File: config.mk
export PLATFORM = sky130hd
export DESIGN_NAME = placar_bcd_7segmentos
export DESIGN_NICKNAME = d
export VERILOG_FILES = /design/src/rtl/placar_pkg.sv /design/src/rtl/decod_bcd_7seg.sv /design/src/rtl/placar_bcd_7segmentos.sv
export SDC_FILE = /design/constraint.sdc
export NUM_CORES = 1
export LEC_CHECK = 0
export ABC_CLOCK_PERIOD_IN_PS = 2500
export BUFFER_PORTS_ARGS = -buffer_cell sky130_fd_sc_hd__buf_4
export CORE_UTILIZATION = 59
export CTS_BUF_LIST = sky130_fd_sc_hd__clkbuf_8 sky130_fd_sc_hd__clkbuf_16
export DETAILED_ROUTE_END_ITERATION = 8
export HOLD_SLACK_MARGIN = 0.1
export PLACE_DENSITY = 0.89
export SLEW_MARGIN = 5
export SYNTH_ARGS = -nofsm -noshare
export SYNTH_HDL_FRONTEND = slang
export SYNTH_SLANG_ARGS = --single-unit
export TNS_END_PERCENT = 100
File: constraint.sdc
create_clock -name clk -period 2.5 [get_ports clk]
set_clock_uncertainty 0.15 [all_clocks]
set_input_delay 0.125 -clock clk [delete_from_list [all_inputs] [get_ports clk]]
set_output_delay 0.125 -clock clk [all_outputs]
set_load 0.1 [all_outputs]
File: src/rtl/placar_pkg.sv
// Shared types, segment patterns and BCD step helpers for the score counter.
// Segment vectors are ordered {a,b,c,d,e,f,g}, active-high.
package placar_pkg;

    typedef logic [3:0] bcd_t;
    typedef logic [6:0] seg_t;

    typedef struct packed {
        bcd_t dez;
        bcd_t uni;
    } placar_t;

    localparam int NBTN    = 2;
    localparam int BTN_INC = 0;
    localparam int BTN_DEC = 1;

    localparam seg_t SEG_0     = 7'b1111110;
    localparam seg_t SEG_1     = 7'b0110000;
    localparam seg_t SEG_2     = 7'b1101101;
    localparam seg_t SEG_3     = 7'b1111001;
    localparam seg_t SEG_4     = 7'b0110011;
    localparam seg_t SEG_5     = 7'b1011011;
    localparam seg_t SEG_6     = 7'b1011111;
    localparam seg_t SEG_7     = 7'b1110000;
    localparam seg_t SEG_8     = 7'b1111111;
    localparam seg_t SEG_9     = 7'b1111011;
    localparam seg_t SEG_BLANK = 7'b0000000;

    localparam placar_t PLACAR_ZERO = '{dez: 4'd0, uni: 4'd0};

    function automatic placar_t placar_inc(input placar_t c);
        placar_t n;
        n = c;
        if (c.uni == 4'd9) begin
            n.uni = 4'd0;
            n.dez = (c.dez == 4'd9) ? 4'd0 : c.dez + 4'd1;
        end else begin
            n.uni = c.uni + 4'd1;
        end
        return n;
    endfunction

    function automatic placar_t placar_dec(input placar_t c);
        placar_t n;
        n = c;
        if (c.uni == 4'd0) begin
            n.uni = 4'd9;
            n.dez = (c.dez == 4'd0) ? 4'd9 : c.dez - 4'd1;
        end else begin
            n.uni = c.uni - 4'd1;
        end
        return n;
    endfunction

endpackage

File: src/rtl/decod_bcd_7seg.sv
// BCD digit to 7-segment pattern, purely combinational.
// Codes 10-15 never occur in the counter and are shown blank.
module decod_bcd_7seg
    import placar_pkg::*;
(
    input  logic [3:0] i_bcd,
    output logic [6:0] o_seg
);

    always_comb begin
        o_seg = SEG_BLANK;
        unique case (i_bcd)
            4'd0:    o_seg = SEG_0;
            4'd1:    o_seg = SEG_1;
            4'd2:    o_seg = SEG_2;
            4'd3:    o_seg = SEG_3;
            4'd4:    o_seg = SEG_4;
            4'd5:    o_seg = SEG_5;
            4'd6:    o_seg = SEG_6;
            4'd7:    o_seg = SEG_7;
            4'd8:    o_seg = SEG_8;
            4'd9:    o_seg = SEG_9;
            default: o_seg = SEG_BLANK;
        endcase
    end

endmodule

File: src/rtl/placar_bcd_7segmentos.sv
// Two-digit BCD up/down score counter with segment decode and refresh clock.
// Define PLACAR_DEBOUNCE_EN to insert a debounce filter on each button.
module placar_bcd_7segmentos
    import placar_pkg::*;
#(
    parameter int REFRESH_DIV = 50000,
    parameter int DEB_CYCLES  = 250000
) (
    input  logic clk,
    input  logic rst_n,
    input  logic on_off,
    input  logic btn_inc,
    input  logic btn_dec,
    input  logic clr,
    output logic clk_dp,
    output logic va,
    output logic vb,
    output logic vc,
    output logic vd,
    output logic ve,
    output logic vf,
    output logic vg,
    output logic pa,
    output logic pb,
    output logic pc,
    output logic pd,
    output logic pe,
    output logic pf,
    output logic pg
);

    localparam int DIV_W = (REFRESH_DIV > 1) ? $clog2(REFRESH_DIV) : 1;
    localparam logic [DIV_W-1:0] DIV_MAX = DIV_W'(REFRESH_DIV - 1);

    if ((REFRESH_DIV < 1) || (DEB_CYCLES < 1)) begin : g_bad_param
        $error("placar_bcd_7segmentos: REFRESH_DIV and DEB_CYCLES must be >= 1");
    end

    logic [NBTN-1:0] w_btn_raw;
    logic [NBTN-1:0] r_sync1;
    logic [NBTN-1:0] r_sync2;
    logic [NBTN-1:0] w_lvl;
    logic [NBTN-1:0] r_lvl_d;
    logic [NBTN-1:0] r_arm;
    logic [NBTN-1:0] r_pulse;
    logic [1:0]      r_fill;

    placar_t         r_cnt;
    placar_t         w_cnt_nxt;
    logic            w_inc_p;
    logic            w_dec_p;

    logic [6:0]      w_seg_uni;
    logic [6:0]      w_seg_dez;
    logic [6:0]      r_seg_uni;
    logic [6:0]      r_seg_dez;

    logic [DIV_W-1:0] r_div;
    logic             r_clk_dp;

    assign w_btn_raw[BTN_INC] = btn_inc;
    assign w_btn_raw[BTN_DEC] = btn_dec;

    always_ff @(posedge clk or negedge rst_n) begin
        if (!rst_n) begin
            r_sync1 <= '0;
            r_sync2 <= '0;
        end else begin
            r_sync1 <= w_btn_raw;
            r_sync2 <= r_sync1;
        end
    end

`ifdef PLACAR_DEBOUNCE_EN
    localparam int DEB_W = $clog2(DEB_CYCLES + 1);
    localparam logic [DEB_W-1:0] DEB_MAX = DEB_W'(DEB_CYCLES - 1);

    for (genvar gi = 0; gi < NBTN; gi++) begin : g_deb
        logic [DEB_W-1:0] r_deb_cnt;
        logic             r_deb_lvl;

        // Any cycle agreeing with the filtered level restarts the count.
        always_ff @(posedge clk or negedge rst_n) begin
            if (!rst_n) begin
                r_deb_cnt <= '0;
                r_deb_lvl <= 1'b0;
            end else if (r_sync2[gi] == r_deb_lvl) begin
                r_deb_cnt <= '0;
            end else if (r_deb_cnt == DEB_MAX) begin
                r_deb_cnt <= '0;
                r_deb_lvl <= r_sync2[gi];
            end else begin
                r_deb_cnt <= r_deb_cnt + DEB_W'(1);
            end
        end

        assign w_lvl[gi] = r_deb_lvl;
    end
`else
    assign w_lvl = r_sync2;
`endif

    // A button is armed only once its synchronised level is seen low after
    // the sync chain has refilled, so a press held through reset never steps.
    always_ff @(posedge clk or negedge rst_n) begin
        if (!rst_n) begin
            r_fill  <= '0;
            r_arm   <= '0;
            r_lvl_d <= '0;
            r_pulse <= '0;
        end else begin
            r_fill  <= {r_fill[0], 1'b1};
            r_arm   <= r_arm | ({NBTN{r_fill[1]}} & ~r_sync2);
            r_lvl_d <= w_lvl;
            r_pulse <= w_lvl & ~r_lvl_d & r_arm;
        end
    end

    assign w_inc_p = r_pulse[BTN_INC];
    assign w_dec_p = r_pulse[BTN_DEC];

    always_comb begin
        w_cnt_nxt = r_cnt;
        priority case (1'b1)
            clr:                 w_cnt_nxt = PLACAR_ZERO;
            !on_off:             w_cnt_nxt = r_cnt;
            (w_inc_p & w_dec_p): w_cnt_nxt = r_cnt;
            w_inc_p:             w_cnt_nxt = placar_inc(r_cnt);
            w_dec_p:             w_cnt_nxt = placar_dec(r_cnt);
            default:             w_cnt_nxt = r_cnt;
        endcase
    end

    always_ff @(posedge clk or negedge rst_n) begin
        if (!rst_n) begin
            r_cnt <= PLACAR_ZERO;
        end else begin
            r_cnt <= w_cnt_nxt;
        end
    end

    decod_bcd_7seg u_dec_uni (
        .i_bcd (r_cnt.uni),
        .o_seg (w_seg_uni)
    );

    decod_bcd_7seg u_dec_dez (
        .i_bcd (r_cnt.dez),
        .o_seg (w_seg_dez)
    );

    always_ff @(posedge clk or negedge rst_n) begin
        if (!rst_n) begin
            r_seg_uni <= SEG_0;
            r_seg_dez <= SEG_0;
        end else begin
            r_seg_uni <= w_seg_uni;
            r_seg_dez <= w_seg_dez;
        end
    end

    // Free-running: neither on_off nor clr may disturb the display refresh.
    always_ff @(posedge clk or negedge rst_n) begin
        if (!rst_n) begin
            r_div    <= '0;
            r_clk_dp <= 1'b0;
        end else if (r_div == DIV_MAX) begin
            r_div    <= '0;
            r_clk_dp <= ~r_clk_dp;
        end else begin
            r_div    <= r_div + DIV_W'(1);
        end
    end

    assign clk_dp = r_clk_dp;
    assign {va, vb, vc, vd, ve, vf, vg} = r_seg_uni;
    assign {pa, pb, pc, pd, pe, pf, pg} = r_seg_dez;

endmodule
== Yosys cells after proc, flatten, opt, wreduce, memory -nomap -nowiden ==
Memory sizes are Yosys's and may differ from the RTL's. A register that Yosys moved wholly into a read port is not among the register bits.
Cells that the tools add are included.
W data, S select, Z words.

* Bits of input ports: 6
* Output and inout bits: 15
* Memory bits (read-only): 224
* Word-level logic and storage cells: 51
* Flip-flop bits (word level): 37
* Memories kept: 2

* Equality and inequality tests: 5
* $add $sub $neg: 5
* Mux-type cells: 12
* Reduce and logical (&&, ||, !) cells: 9
* Bitwise gates (word level): 8

{| class="wikitable"
|+ Memories
! name !! depth !! width !! rd ports !! clocked after memory_dff !! wr ports !! RTL line !! text
|-
| (name not given) || 16 || 7 || 1 || 1 || 0 || decod_bcd_7seg.sv:12 || <nowiki>unique case (i_bcd)</nowiki>
|-
| (name not given) || 16 || 7 || 1 || 1 || 0 || decod_bcd_7seg.sv:12 ||
|}

{| class="wikitable"
|+ Operator list
! operator !! number
|-
| $mux W8 || 5
|-
| $mux W4 || 6
|-
| $add A16 B1 Y16 const B || 1
|-
| $eq A16 B16 Y1 const B || 1
|-
| $mux W16 || 1
|-
| $add A4 B1 Y4 const B || 2
|-
| $eq A4 B4 Y1 const B || 2
|-
| $logic_not A4 Y1 || 2
|-
| $sub A4 B1 Y4 const B || 2
|-
| $and A2 B2 Y2 || 3
|-
| $reduce_bool A3 Y1 || 2
|-
| $reduce_and A5 Y1 || 1
|-
| $not A2 Y2 || 2
|-
| $ne A3 B2 Y1 const B || 1
|-
| $reduce_and A3 Y1 || 1
|-
| $logic_not A1 Y1 || 2
|-
| $ne A2 B2 Y1 const B || 1
|-
| $or A2 B2 Y2 || 1
|-
| $reduce_bool A2 Y1 || 1
|-
| $and A1 B1 Y1 || 1
|-
| $not A1 Y1 || 1
|}

== Logic depth before layout (Yosys ltp) ==
* Word-level depth: 8
* Mapped depth: 7
* Gate-level depth less buffers: 6

== Hierarchy ==
Synthesis repeated with hierarchy kept, for this count alone.

* Cells, all modules: 257
* Area total of the unflattened synthesis: 2710.1 sq um

{| class="wikitable"
|+ By module, submodules not included
! module !! cells each !! area an instance (sq um) !! sequential area each (sq um) !! instances
|-
| placar_bcd_7segmentos || 203 || 2285.9 || 1291.2 || 1
|-
| decod_bcd_7seg at u_dec_dez || 28 || 219.0 || 0.0 || 1
|-
| decod_bcd_7seg at u_dec_uni || 26 || 205.2 || 0.0 || 1
|}

== Least setup slack after synthesis ==
OpenSTA, ideal clock, no wires.

* Path type: flip-flop to flip-flop
* Start point: register r_cnt[0] in the netlist's numbering
* End point: register r_cnt[2] in the netlist's numbering
* Period minus slack after synthesis: 2.016 ns
* Path buffers: 1
* Library setup time: 0.121 ns
* Setup slack: 0.484 ns
* Cell stages (with the launch flop): 8
* Data arrival time: 1.745 ns
* Required time: 2.229 ns
* Cells stage by stage: dfrtp_1 -> clkbuf_1 -> inv_1 -> ha_1 -> nand2b_1 -> o21ai_0 -> o221ai_1 -> a22o_1

* Longest elaborated chain between the ends: 7
* Elaborated cells between the ends (all ways): 11
* Those cells by class: add/sub: 2; eq/ne: 1; mux: 7; reduce/logical: 1

{| class="wikitable"
|+ Ends and longest elaborated chain
! what !! RTL line !! text
|-
| from (decl) || placar_bcd_7segmentos.sv:48 || <nowiki>placar_t r_cnt;</nowiki>
|-
| from (signal assigned) || placar_bcd_7segmentos.sv:138 || <nowiki>r_cnt <= w_cnt_nxt;</nowiki>
|-
| $sub A4 B1 Y4 / $logic_not A4 Y1 (equally long branches) || placar_pkg.sv:50, placar_pkg.sv:46 ||
|-
| $mux W4 || placar_pkg.sv:46 || <nowiki>if (c.uni == 4'd0) begin</nowiki>
|-
| $mux W8 || placar_bcd_7segmentos.sv:124 || <nowiki>priority case (1'b1)</nowiki>
|-
| $mux W8 * (4 in series) || placar_bcd_7segmentos.sv:124 ||
|}

Every way passes the cells marked *; elsewhere a longest branch is shown, timed or not. The select of a mux whose other input is x is not followed.
A chain may end at the register's enable or synchronous reset.

== Final worst setup path ==
* Start point: register r_cnt[0] in the netlist's numbering
* End point: register r_cnt[0] in the netlist's numbering

The elaborated chain is that of the path after synthesis.

==> metrics.txt <==
# TYPE chip_impl_metric gauge
chip_impl_metric{name="synth-seq-cells",unit=""} 51
chip_impl_info{name="worst_path_max_delay_cell",value="sky130_fd_sc_hd__dfrtp_1"} 1
chip_impl_metric{name="setup-tns-final",unit="ns"} 0
chip_impl_metric{name="critical-path-max-stage-delay",unit="ns"} 0.53
chip_impl_metric{name="cts_made_buffers",unit=""} 5
chip_impl_metric{name="insertedDiodeCount",unit=""} 0
chip_impl_metric{name="worst_skew_pair.late_latency",unit="ns"} 0.30
chip_impl_info{name="reg2reg_start",value="r_cnt[0]"} 1
chip_impl_metric{name="post_synth_num_cell_types",unit=""} 46
chip_impl_metric{name="worst_setup_hold_path_clk_slew",unit="ns"} 0.10
chip_impl_metric{name="vias_in_the_first_global_route",unit=""} 1689
chip_impl_metric{name="design.final.nets",unit=""} 294
chip_impl_metric{name="slew-limit-headroom",unit="%"} 59.2
chip_impl_metric{name="final_min_period_over_clock_period",unit="%"} 89.2
chip_impl_info{name="crit_chain",value="inv_1 -> ha_1 -> nor3b_1 -> o22a_1 -> nor2_1 -> a2111oi_0"} 1
chip_impl_metric{name="final_max_slew_viol_count",unit=""} 0
chip_impl_metric{name="avgRoutedWirePerCell",unit="um"} 14.6
chip_impl_metric{name="hold-path-cell-count",unit=""} 0
chip_impl_info{name="combinational_family_with_the_most_area_after_synthesis",value="simple AND/OR/NAND/NOR gates"} 1
chip_impl_info{name="run_status",value="finished clean"} 1
chip_impl_metric{name="vdd_ir_drop_max",unit="V"} 0.000711
chip_impl_metric{name="regToRegSetupSlack",unit="ns"} 0.27
chip_impl_metric{name="filler_cell_count",unit=""} 294
chip_impl_metric{name="synth_simple_gate_area_share",unit="%"} 16.2
chip_impl_info{name="worst_reg2reg_path_endpoint",value="r_cnt[0]"} 1
chip_impl_info{name="hold-path-endpoint",value="r_sync2[1]"} 1
chip_impl_metric{name="grt_max_degree",unit=""} 52
chip_impl_metric{name="worst_pin_slew",unit="ns"} 0.612
chip_impl_metric{name="pin_count",unit=""} 21
chip_impl_info{name="clock_tree_from_tritoncts",value="yes"} 1
chip_impl_info{name="cts.root.buffer_cell",value="sky130_fd_sc_hd__clkbuf_8"} 1
chip_impl_metric{name="finish.utilization",unit="%"} 70.4
chip_impl_metric{name="synth-edff-count",unit=""} 0
chip_impl_metric{name="critical_path_arrival",unit="ns"} 2.24
chip_impl_metric{name="critical_path_peak_fanout",unit=""} 12
chip_impl_metric{name="design.die.area",unit="sq um"} 4530
chip_impl_metric{name="fin_worst_hold_slack",unit="ns"} 0.205
chip_impl_metric{name="multi_input_combinational_cell_area",unit="sq um"} 1140
chip_impl_info{name="hold_path.class",value="flop to flop"} 1
chip_impl_metric{name="regArea",unit="sq um"} 1290
chip_impl_metric{name="required",unit="ns"} 2.51
chip_impl_metric{name="synth.avg_cell_area",unit="sq um"} 10.3
chip_impl_metric{name="place.gp.congestion",unit=""} 0.860
chip_impl_metric{name="syn_area",unit="sq um"} 2520
chip_impl_metric{name="fp.dieW",unit="um"} 67.3
chip_impl_metric{name="routed_wirelength",unit="um"} 4690
chip_impl_metric{name="grt_antenna_before_repair",unit=""} 0
chip_impl_metric{name="fp-row-count",unit=""} 23
chip_impl_info{name="rsz0062_at_grt",value="no"} 1
chip_impl_info{name="synth-main-ff-cell",value="sky130_fd_sc_hd__dfrtp_1"} 1
chip_impl_metric{name="timing.final.hold_violations",unit=""} 0
chip_impl_metric{name="synthesis.nets",unit=""} 268
chip_impl_metric{name="reg2reg_depth",unit=""} 6
chip_impl_metric{name="core_box_area",unit="sq um"} 4060
chip_impl_metric{name="initial_core_util",unit="%"} 62.0
chip_impl_metric{name="max_freq",unit="MHz"} 448
chip_impl_metric{name="grt.overflow.total",unit=""} 0
chip_impl_info{name="mostFrequentLayoutCells",value="39 x sky130_fd_sc_hd__dfrtp_1, 27 x sky130_fd_sc_hd__nor2_1, 20 x sky130_fd_sc_hd__buf_4"} 1
chip_impl_metric{name="route.detailed.vias_per_inst",unit=""} 5.77
chip_impl_metric{name="antenna_violating_nets_left",unit=""} 0
chip_impl_metric{name="synth_xor_xnor_area_share",unit="%"} 5.22
chip_impl_metric{name="report.final.setup_viol",unit=""} 0
chip_impl_metric{name="synth_adder_area_share",unit="%"} 8.45
chip_impl_metric{name="yosysWarnings",unit=""} 0
chip_impl_metric{name="io_buffer_count",unit=""} 20
chip_impl_metric{name="syn_inst",unit=""} 245
chip_impl_metric{name="power_leakage",unit="nW"} 1.27
chip_impl_metric{name="clock_path_buffers",unit=""} 2
chip_impl_metric{name="die-height",unit="um"} 67.3
chip_impl_metric{name="cts-htree-levels",unit=""} 2
chip_impl_metric{name="groute.usage.overall",unit="%"} 23.3
chip_impl_metric{name="synth_seq_area_share",unit="%"} 51.3
chip_impl_info{name="setup.worst_path.class",value="flop to flop"} 1
chip_impl_metric{name="cts.sink_count",unit=""} 51
chip_impl_info{name="min-delay-start",value="r_sync1[1]"} 1
chip_impl_metric{name="dp_hpwl",unit="um"} 3200
chip_impl_metric{name="routed-via-count",unit=""} 1857
chip_impl_metric{name="syn2layout_area_growth",unit="%"} 13.4
chip_impl_metric{name="period_minus_slack",unit="ns"} 2.23
chip_impl_metric{name="area_fraction_in_compound_gates_after_synthesis",unit="%"} 15.4
chip_impl_metric{name="initialDrtViolationCount",unit=""} 145
chip_impl_metric{name="fraction_of_layout_instances_using_a_drive_strength_above_1",unit="%"} 18.4
chip_impl_metric{name="multiplexer_share_of_the_synthesized_area",unit="%"} 0
chip_impl_info{name="critical_path.endpoint_type",value="flop"} 1
chip_impl_info{name="worstSetupStartpointType",value="flop"} 1
chip_impl_metric{name="synth_async_sr_flop_share",unit="%"} 100
chip_impl_info{name="layout_commonest_cell",value="sky130_fd_sc_hd__dfrtp_1"} 1
chip_impl_metric{name="grt_first_pass_wirelength",unit="um"} 7780
chip_impl_metric{name="total_iterations_of_the_first_detailed_routing_run",unit=""} 4
chip_impl_metric{name="power_density",unit="nW/um^2"} 1110
chip_impl_metric{name="cap_violations",unit=""} 0
chip_impl_metric{name="drt_drc_violations_left",unit=""} 0
==> final cells by class <==
type,instances,area share [%]
multi-input cells,172,40.1
clock inverters,3,1.01
clock buffers,5,2.41
inverters,16,2.10
well taps,50,2.19
repair buffers,25,7.01
flip-flops and latches,51,45.2
==> worst max-delay path by stage <==
stage / start / to / slack (ns) / cells past startpoint
after CTS: r_cnt[0] / r_cnt[0] / 0.30 / 6
final: r_cnt[0] / r_cnt[0] / 0.27 / 6
after detailed placement: r_cnt[0] / r_cnt[6] / 0.29 / 6
after global routing: r_cnt[5] / r_cnt[6] / 0.02 / 6
after floorplan: r_cnt[0] / r_cnt[2] / 0.48 / 7
after global placement: r_cnt[0] / r_cnt[2] / 0.42 / 6
==> what timing repair did <==
item                                   in CTS  in global routing
endpoints found under the hold margin      55                  0
resized for setup                           0                  0
setup buffers                               0                  0
hold buffers                                5                  0
==> routing by layer <==
metal	GRT usage (%)	routed length, um	vias to the layer above
li1	-	-	912
met1	31.3	2170	892
met2	36.8	2250	45
met3	5.57	187	8
met4	8.51	85	0
met5	0	0	-
==> cell families after synthesis <==
family | after synthesis
compound gates | 61
fa+ha+maj | 17
other cells | 1
flops | 51
buf+inv | 22
simple gates | 78
xor+xnor | 15
==> sequential cells by signal, indices dropped and copies added, names as in the netlist <==
name	count
r_sync2	2
r_pulse	2
r_sync1	2
r_cnt	8
r_lvl_d	2
r_seg_dez	7
r_arm	2
clk_dp	1
r_div	16
r_seg_uni	7
r_fill	2
==> stage by stage <==
stage	instances	area (sq um)	setup slack [ns]	power, mW
floorplan	245	2520	0.484	2.39
global placement	309	2710	0.423	2.66
detailed placement	309	2710	0.295	2.69
CTS	322	2860	0.297	3.20
global route	322	2860	0.0198	3.36
finish	322	2860	0.269	3.18
==> synthesized netlist by cell type, types with 2 or more instances <==
cell type | n | area (sq um)
sky130_fd_sc_hd__dfrtp_1 | 39 | 976
sky130_fd_sc_hd__nor2_1 | 27 | 101
sky130_fd_sc_hd__a21oi_1 | 19 | 95.1
sky130_fd_sc_hd__ha_1 | 17 | 213
sky130_fd_sc_hd__inv_1 | 16 | 60.1
sky130_fd_sc_hd__o21ai_0 | 16 | 80.1
sky130_fd_sc_hd__dfstp_2 | 12 | 315
sky130_fd_sc_hd__nand3_1 | 12 | 60.1
sky130_fd_sc_hd__nor3_1 | 8 | 40.0
sky130_fd_sc_hd__xor2_1 | 8 | 70.1
sky130_fd_sc_hd__xnor2_1 | 7 | 61.3
sky130_fd_sc_hd__clkbuf_1 | 6 | 22.5
sky130_fd_sc_hd__nand4_1 | 6 | 37.5
sky130_fd_sc_hd__nand2_1 | 4 | 15.0
sky130_fd_sc_hd__o31ai_1 | 4 | 30.0
sky130_fd_sc_hd__a21o_1 | 3 | 22.5
sky130_fd_sc_hd__nor3b_1 | 3 | 22.5
sky130_fd_sc_hd__nor4_1 | 3 | 18.8
sky130_fd_sc_hd__or2_2 | 3 | 18.8
sky130_fd_sc_hd__a22o_1 | 2 | 17.5
sky130_fd_sc_hd__and3b_1 | 2 | 17.5
sky130_fd_sc_hd__nand2b_1 | 2 | 12.5
sky130_fd_sc_hd__o22ai_1 | 2 | 12.5
sky130_fd_sc_hd__o41ai_1 | 2 | 17.5
==> worst max-delay path, delay by kind of cell (launching register included) <==
family	cells	cell delay, ns
and+or+nand+nor	2	0.34
DFF	1	0.53
buffers and inverters	1	0.21
adders and majority gates	1	0.27
AOI/OAI and AO/OA	2	0.59
==> power breakdown <==
group | switching [mW] | leakage, nW | internal, mW | total (mW)
Clock | 0.285 | 0.0502 | 0.208 | 0.492
Sequential | 0.168 | 0.615 | 1.03 | 1.20
Combinational | 1.11 | 0.606 | 0.380 | 1.49
Total | 1.56 | 1.27 | 1.62 | 3.18
No activity file was read; power rests on OpenSTA's default activity.
